### config.mk
export PLATFORM = sky130hd
export DESIGN_NAME = if_fetch_queue
export DESIGN_NICKNAME = d
export VERILOG_FILES = /design/src/rtl/if_fetch_queue.sv
export SDC_FILE = /design/constraint.sdc
export NUM_CORES = 1
export LEC_CHECK = 0
export ABC_AREA = 1
export BUFFER_PORTS_ARGS = -buffer_cell sky130_fd_sc_hd__buf_2
export CAP_MARGIN = 25
export CELL_PAD_IN_SITES_DETAIL_PLACEMENT = 2
export CELL_PAD_IN_SITES_GLOBAL_PLACEMENT = 2
export CORE_MARGIN = 1
export CORE_UTILIZATION = 38
export DETAILED_ROUTE_END_ITERATION = 6
export PLACE_DENSITY = 0.91
export SLEW_MARGIN = 20
export SYNTH_ARGS = -nofsm -noshare
export SYNTH_HDL_FRONTEND = slang
export SYNTH_SLANG_ARGS = --single-unit
export TNS_END_PERCENT = 10
### constraint.sdc
create_clock -name clk -period 8.4 [get_ports clk]
set_input_delay 0 -clock clk [delete_from_list [all_inputs] [get_ports clk]]
set_output_delay 0 -clock clk [all_outputs]
set_load 0.02 [all_outputs]
### src/rtl/if_fetch_queue.sv
// if_fetch_queue: PC owner issuing in-order ibus reads into a small instruction queue with redirect/flush
module if_fetch_queue #(
  parameter logic [31:0] RESET_PC  = 32'h0000_0000,
  parameter int          QDEPTH    = 4,
  parameter int          MAX_OUTST = 2
) (
  input  logic        clk,
  input  logic        rst,
  output logic        ibus_req_o,
  output logic [31:0] ibus_addr_o,
  input  logic        ibus_gnt_i,
  input  logic        ibus_rvalid_i,
  input  logic [31:0] ibus_rdata_i,
  output logic        inst_valid_o,
  output logic [31:0] inst_o,
  output logic [31:0] inst_addr_o,
  input  logic        id_ready_i,
  input  logic        bp_isbranch_i,
  input  logic [31:0] bp_branch_addr_i,
  input  logic        jump_flag_i,
  input  logic [31:0] jump_addr_i
);
  localparam logic [31:0] INST_NOP = 32'h0000_0013;
  localparam int QW = $clog2(QDEPTH);
  localparam int CW = $clog2(QDEPTH + 1);
  localparam int OW = $clog2(MAX_OUTST + 1);
  localparam int AW = MAX_OUTST > 1 ? $clog2(MAX_OUTST) : 1;
  localparam int BW = CW + OW;

  logic [31:0]   pc;
  logic [QW-1:0] head, tail;
  logic [CW-1:0] qcount;
  logic [OW-1:0] outst, discard, outst_next, discard_next;
  logic [AW-1:0] a_wr, a_rd, a_wr_nx, a_rd_nx;
  logic [BW-1:0] used;
  logic [31:0]   q_addr [QDEPTH];
  logic [31:0]   q_data [QDEPTH];
  logic [31:0]   a_fifo [MAX_OUTST];
  logic          empty, grant, deq, pred, push, flush;
  logic          unused_lsbs;

  assign unused_lsbs = ^{jump_addr_i[1:0], bp_branch_addr_i[1:0]};

  // Request budget, handshakes, redirect decode and the next outstanding/discard counts
  always_comb begin
    used         = BW'(qcount) + BW'(outst) - BW'(discard);
    empty        = qcount == '0;
    ibus_req_o   = rst && !jump_flag_i && outst < OW'(MAX_OUTST) && used < BW'(QDEPTH);
    ibus_addr_o  = pc;
    grant        = ibus_req_o && ibus_gnt_i;
    inst_valid_o = !empty && !jump_flag_i;
    inst_o       = empty ? INST_NOP : q_data[head];
    inst_addr_o  = empty ? 32'h0 : q_addr[head];
    deq          = inst_valid_o && id_ready_i;
    pred         = deq && bp_isbranch_i;
    flush        = jump_flag_i || pred;
    push         = ibus_rvalid_i && discard == '0 && !flush;
    outst_next   = outst + OW'(grant) - OW'(ibus_rvalid_i);
    discard_next = jump_flag_i ? outst - OW'(ibus_rvalid_i) :
                   pred ? outst_next :
                   (ibus_rvalid_i && discard != '0) ? discard - OW'(1) : discard;
    a_wr_nx      = a_wr == AW'(MAX_OUTST - 1) ? '0 : a_wr + AW'(1);
    a_rd_nx      = a_rd == AW'(MAX_OUTST - 1) ? '0 : a_rd + AW'(1);
  end

  // PC, queue pointers and bus bookkeeping; a redirect empties the queue outright
  always_ff @(posedge clk or negedge rst) begin
    if (!rst) begin
      pc      <= RESET_PC;
      head    <= '0;
      tail    <= '0;
      qcount  <= '0;
      outst   <= '0;
      discard <= '0;
      a_wr    <= '0;
      a_rd    <= '0;
    end else begin
      pc      <= jump_flag_i ? {jump_addr_i[31:2], 2'b00} :
                 pred ? {bp_branch_addr_i[31:2], 2'b00} :
                 grant ? pc + 32'd4 : pc;
      head    <= flush ? '0 : head + QW'(deq);
      tail    <= flush ? '0 : tail + QW'(push);
      qcount  <= flush ? '0 : qcount + CW'(push) - CW'(deq);
      outst   <= outst_next;
      discard <= discard_next;
      a_wr    <= grant ? a_wr_nx : a_wr;
      a_rd    <= ibus_rvalid_i ? a_rd_nx : a_rd;
    end
  end

  // Storage: request addresses in flight and queued {addr,data} pairs
  always_ff @(posedge clk) begin
    if (grant) a_fifo[a_wr] <= pc;
    if (push) begin
      q_addr[tail] <= a_fifo[a_rd];
      q_data[tail] <= ibus_rdata_i;
    end
  end

  a_discard_le_outst: assert property (@(posedge clk) disable iff (!rst) discard <= outst);
  a_no_stray_rvalid:  assert property (@(posedge clk) disable iff (!rst) !(ibus_rvalid_i && outst == '0));
endmodule

* Yosys cells after proc, flatten, opt, wreduce, memory -nomap -nowiden
Memory sizes are Yosys's and may differ from the RTL's.
Cells that the tools add are included.
** Storage, ports and cells
- Input port bits :: 103
- Logic and storage cells :: 62
- Memories :: 3
- Bits in registers :: 45
- Memory bits (writable) :: 320
- Output and inout bits :: 98
** Operators by class
- Muxes and demuxes :: 17
- $add $sub $neg :: 13
- Reductions and logical operators :: 19
- $lt $le $gt $ge :: 2
** Memories
- q_addr :: words 4, bits a word 32, read ports 1, clocked after Yosys merged registers in 0, write ports 1, line 36 : logic [31:0] q_addr [QDEPTH];
- q_data :: words 4, bits a word 32, read ports 1, clocked after Yosys merged registers in 0, write ports 1, line 37 : logic [31:0] q_data [QDEPTH];
- a_fifo :: words 2, bits a word 32, read ports 1, clocked after Yosys merged registers in 0, write ports 1, line 38 : logic [31:0] a_fifo [MAX_OUTST];
** Operator list (count)
- $mux 32 :: 5
- $add 32x3->32 const B :: 1
- $logic_and 1x1->1 :: 10
- $mux 2 :: 5
- $add 2x1->2 :: 3
- $mux 1 :: 6
- $reduce_bool 3->1 :: 2
- $lt 5x3->1 const B :: 1
- $sub 4x2->5 :: 1
- $add 3x2->4 :: 1
- $sub 2x1->2 :: 2
- $add 3x1->3 :: 1
- $logic_not 1->1 :: 3
- $logic_not 3->1 :: 1
- $mux 3 :: 1
- $sub 3x1->3 :: 1
- $add 1x1->1 const B :: 2
- $logic_not 2->1 :: 1
- $lt 2x2->1 const B :: 1
- $reduce_bool 2->1 :: 1
- $sub 2x1->2 const B :: 1
- $logic_or 1x1->1 :: 1

* Depth between registers and ports, before layout
- Depth after elaboration :: 11
- Gate-level depth with buffers :: 20

* Worst setup path before layout
Ideal clock, no wire load.
- Kind :: flip-flop to flip-flop
- From :: reg qcount[0]
- To :: mem q_addr[2][10], enable pin
- Library setup time :: 0.558 ns
- Cell stages (with the launch flop) :: 11
- Arrival time :: 5.471 ns
- Setup slack :: 2.371 ns
- Clock period less this slack :: 6.029 ns
- Path through :: dfrtp_1 > nor2_2 > nand2_4 > inv_4 > nor2_8 > nand3_4 > nand2_4 > inv_2 > buf_6 > nand3_4 > nor3_1
** Between the ends
- Cells in the longest elaborated chain, start to end :: 10
** Ends and longest elaborated chain
- start: declaration :: line 32 : logic [CW-1:0] qcount;
- start signal: assignment :: line 83 : qcount <= flush ? '0 : qcount + CW'(push) - CW'(deq);
- $logic_not 3->1 :: line 47 : empty = qcount == '0;
- $logic_not 1->1 :: line 51 : inst_valid_o = !empty && !jump_flag_i;
- $logic_and 1x1->1 :: line 51
- named net inst_valid_o :: line 14 : output logic inst_valid_o,
- $logic_and 1x1->1 :: line 54 : deq = inst_valid_o && id_ready_i;
- $logic_and 1x1->1 :: line 55 : pred = deq && bp_isbranch_i;
- $logic_or 1x1->1 :: line 56 : flush = jump_flag_i || pred;
- $logic_not 1->1 :: line 57 : push = ibus_rvalid_i && discard == '0 && !flush;
- $logic_and 1x1->1 :: line 57
- $mux 1 :: line 94 : if (push) begin
- $mux 1 (not written as such) :: line 95 : q_addr[tail] <= a_fifo[a_rd];
- end: declaration :: line 36
The timed path passes the listed nets, and every way through them passes these cells.

* Final worst setup path
- From :: reg qcount[1]
- To :: reg pc[21], in the netlist ibus_addr_o[21]
** Between the ends
- Cells in the longest elaborated chain, start to end :: 7
** Ends and longest elaborated chain
- parallel branches: the longest is 7 deep, another holds $sub 4x2->5
- end signal: assignment :: line 78 : pc <= jump_flag_i ? {jump_addr_i[31:2], 2'b00} :
- end: declaration :: line 30 : logic [31:0] pc;
Parallel ways; which one is timed is not known.
A chain may end at the register's enable or synchronous reset.

==> impl_metrics.py <==
metrics = {
    "power": {
        "irDropWorstVdd_v": 0.0001643,
        "finalPower_w": 0.005620,
        "power_density_nw_per_um2": 295.7,
        "p_leak_nw": 7.437,
    },
    "setup_path": {
        "crit_fanout": 33,
        "reg2reg_slack_ns": 3.77,
        "crit_buf_inv": 3,
        "worstReg2RegStart": "qcount[1]$_DFF_PN0_",
        "max_stage_delay_ns": 0.81,
        "cp_top_family": "simple AND/OR/NAND/NOR gates",
        "start_kind": "register",
        "path_cells": "inv_1 -> fa_1 -> inv_1 -> ha_1 -> a21oi_1 -> nand2_1 -> nand2_1 -> nand2_1 -> nor2_1 -> nand2_2 -> nand2_2 -> nand3_1 -> dlygate4sd3_1 -> nand2_1",
        "path_class": "register to register",
        "worst_r2r_endpoint": "ibus_addr_o[21]$_DFFE_PN0P_",
        "cp_common_cell": "nand2_1",
        "crit_required_ns": 8.88,
        "cp_slowest_cell": "nand2_2",
        "endpoint_kind": "register",
        "worst_ep_arrival_time_ns": 5.10,
        "r2r_cells": 14,
    },
    "cts": {
        "htree_levels": 2,
        "cts.sinks": 351,
        "cts_inserted_buffers": 39,
        "postCtsSetupRepairBufs": 0,
        "clk_pin_slew_ns": 0.06,
        "cts_root_buf": "clkbuf_16",
        "postCtsHoldBufs": 94,
        "worstSkewPairLatency_ns": 0.56,
        "cts_buffer_depth": 3,
        "cts_tree": "done",
        "post_cts_resized": 0,
    },
    "detailed_routing": {
        "vias_per_cell": 5.311,
        "vias": 11920,
        "wire_per_inst_um": 23.79,
        "drt_wl_total_um": 53390,
        "drc": 0,
        "ant_nets": 0,
        "first_pass_iters": 5,
        "dr.first_iter.drc_count": 550,
    },
    "sta": {
        "timing.hold.ws_ns": 0.08303,
        "period_needed_ns": 4.626,
        "setup_tns_ns": 0,
        "period_share_pct": 55.07,
        "rsz0062_at_grt": "no",
        "maxSlewViolCount": 0,
        "finalSetupViolCount": 0,
        "fin_ws_ns": 3.774,
        "hold_violations": 0,
        "fmax_mhz": 216.2,
        "worstMarginPinSlew_ns": 1.029,
        "relSlewSlack_pct": 31.41,
        "fin_skew_ns": 0.01654,
    },
    "synth": {
        "synthArstFlopShare_pct": 12.25,
        "yosys_warnings": 0,
        "yosys_most_used_dff": "edfxtp_1",
        "netlist_instances": 1418,
        "netlist.area_leader.share_pct": 60.06,
        "synth_cell_types": 37,
        "ys_ff_latch": 351,
        "synth_edf_count": 308,
        "synth.cell_area_sq_um": 15400,
        "synth_commonest_cells": "edfxtp_1 (308), nor2_1 (308), nand2_1 (211), o21ai_0 (136), nand3_1 (89)",
        "synthTopCellsByArea": "edfxtp_1 (60%), nor2_1 (7.5%), dfrtp_1 (7.0%)",
        "yosysTopAreaCell": "edfxtp_1",
        "ys_seq_area_share_pct": 67.05,
        "avgSynthCellArea_sq_um": 10.86,
    },
    "floorplanning": {
        "die_w_um": 203.3,
        "coreArea_sq_um": 39820,
        "die-area_sq_um": 41330,
        "die_h_um": 203.3,
        "start_util_pct": 38.67,
        "boundaryPins": 201,
        "rows": 73,
    },
    "global_route": {
        "grt-busiest-layer": "met2",
        "grt_pass1_wl_um": 81430,
        "grt_overflow_total": 0,
        "use_met1_pct": 30.48,
        "use_met2_pct": 48.07,
        "grtUsageMet3_pct": 4.682,
        "grt_start_max_net_pins": 91,
        "track_usage_pct": 26.22,
        "antenna_found_initial": 0,
        "grt_pass1_vias": 13790,
    },
    "finish": {
        "stdcell_count": 2244,
        "drive_gt1_share_pct": 19.08,
        "num-fill-cells": 4030,
        "diodes": 0,
        "syn_to_final_growth_pct": 23.41,
        "nets": 1807,
    },
    "placement": {
        "hpwlAfterDp_um": 30930,
        "placedCellCount": 2079,
        "pre_cts_ws_ns": 4.124,
        "finalWeightedCongestion": 0.7878,
        "port_buffers": 192,
    },
    "hold_path": {
        "min_path_type": "input port to asynchronous set/reset pin",
    },
    "outcome": {
        "status": "finished, final reports clean",
    },
    "job": {
        "drv_cap": 0,
    },
}
==> worst reg2reg max path, stage by stage, from the launching register on <==
cell	delay [ns]
dfrtp_1	0.42
inv_1	0.14
fa_1	0.49
inv_1	0.10
ha_1	0.29
a21oi_1	0.23
nand2_1	0.09
nand2_1	0.10
nand2_1	0.07
nor2_1	0.31
nand2_2	0.58
nand2_2	0.81
nand3_1	0.22
dlygate4sd3_1	0.64
nand2_1	0.08
==> metrics by stage <==
step	area, sq um	util [%]
CTS	19000	47.72
global placement	16840	42.29
detailed placement	16840	42.29
finish	19000	47.72
floorplan	15410	-
global route	19000	47.72
==> per-layer routing <==
| metal | up-vias | part of all wire [%] |
|---|---|---|
| met5 | - | 0 |
| met4 | 0 | 3.2 |
| met3 | 105 | 4.5 |
| met2 | 325 | 52 |
| met1 | 6099 | 40 |
| li1 | 5389 | - |
==> sequential cells by signal, indices dropped and copies added (netlist names) <==
register,flops
a_fifo,60
a_rd,1
a_wr,1
discard,2
head,2
ibus_addr_o,30
outst,2
q_addr,120
q_data,128
qcount,3
tail,2
==> kinds of logic (layout without fill, tap and decap cells) <==
| family | count (synthesis) | in the layout | share of synthesized area (%) |
|---|---|---|---|
| other | 1 | 4 | 0.02435 |
| AOI/OAI and AO/OA | 219 | 219 | 7.386 |
| and+or+nand+nor | 643 | 643 | 17.26 |
| xor gates and xnor gates | 15 | 15 | 0.8532 |
| buffers and inverters | 144 | 442 | 3.916 |
| DFF | 351 | 351 | 67.05 |
| muxes | 30 | 30 | 2.194 |
| adders and majority gates | 15 | 15 | 1.316 |
==> placed cells by master (no fill, tap or decap), drive strengths merged <==
master,instances
clkinvlp,1
nand2,215
a21oi,67
o311ai,3
ha,13
a31oi,2
clkbuf,57
a41oi,4
fa,2
buf,209
nor3,4
mux2,30
bufinv,3
nand3,91
and3,1
conb,4
inv,69
o211ai,1
nand3b,3
dfrtp,43
dlygate4sd3,94
edfxtp,308
xnor2,7
o21bai,4
nand4,2
clkinv,9
xor2,8
o21ai,138
or2,17
nor2,310
==> layout make-up <==
class,instances,area (sq um),area share (%)
well taps,525,656.9,3.457
multi-input cells,926,4507,23.72
clock inverters,14,157.7,0.8296
repair buffers,303,2029,10.68
flip-flops and latches,351,10330,54.36
clock buffers,57,1065,5.603
inverters,68,257.7,1.356
==> power breakdown <==
part / internal (W) / switching [W] / leakage (nW) / total, W
combinational: 0.000517 / 0.00115 / 3.54 / 0.00167
sequential: 0.00209 / 0.000186 / 3.31 / 0.00228
clock: 0.000976 / 0.000703 / 0.589 / 0.00168
total: 0.00358 / 0.00204 / 7.44 / 0.00562
==> how the worst max path moves through the flow <==
stage	from	endpoint	slack [ns]	cells past startpoint
finish	qcount[1]$_DFF_PN0_	ibus_addr_o[21]$_DFFE_PN0P_	3.77	14
CTS	qcount[1]$_DFF_PN0_	ibus_addr_o[18]$_DFFE_PN0P_	3.98	14
floorplan	qcount[0]$_DFF_PN0_	q_addr[2][10]$_DFFE_PP_	2.37	10
global placement	qcount[0]$_DFF_PN0_	q_data[3][23]$_DFFE_PP_	4.26	11
global route	qcount[1]$_DFF_PN0_	ibus_addr_o[22]$_DFFE_PN0P_	3.62	14
detailed placement	qcount[0]$_DFF_PN0_	q_data[3][23]$_DFFE_PP_	4.12	11
(Power assumes the default switching activity.)
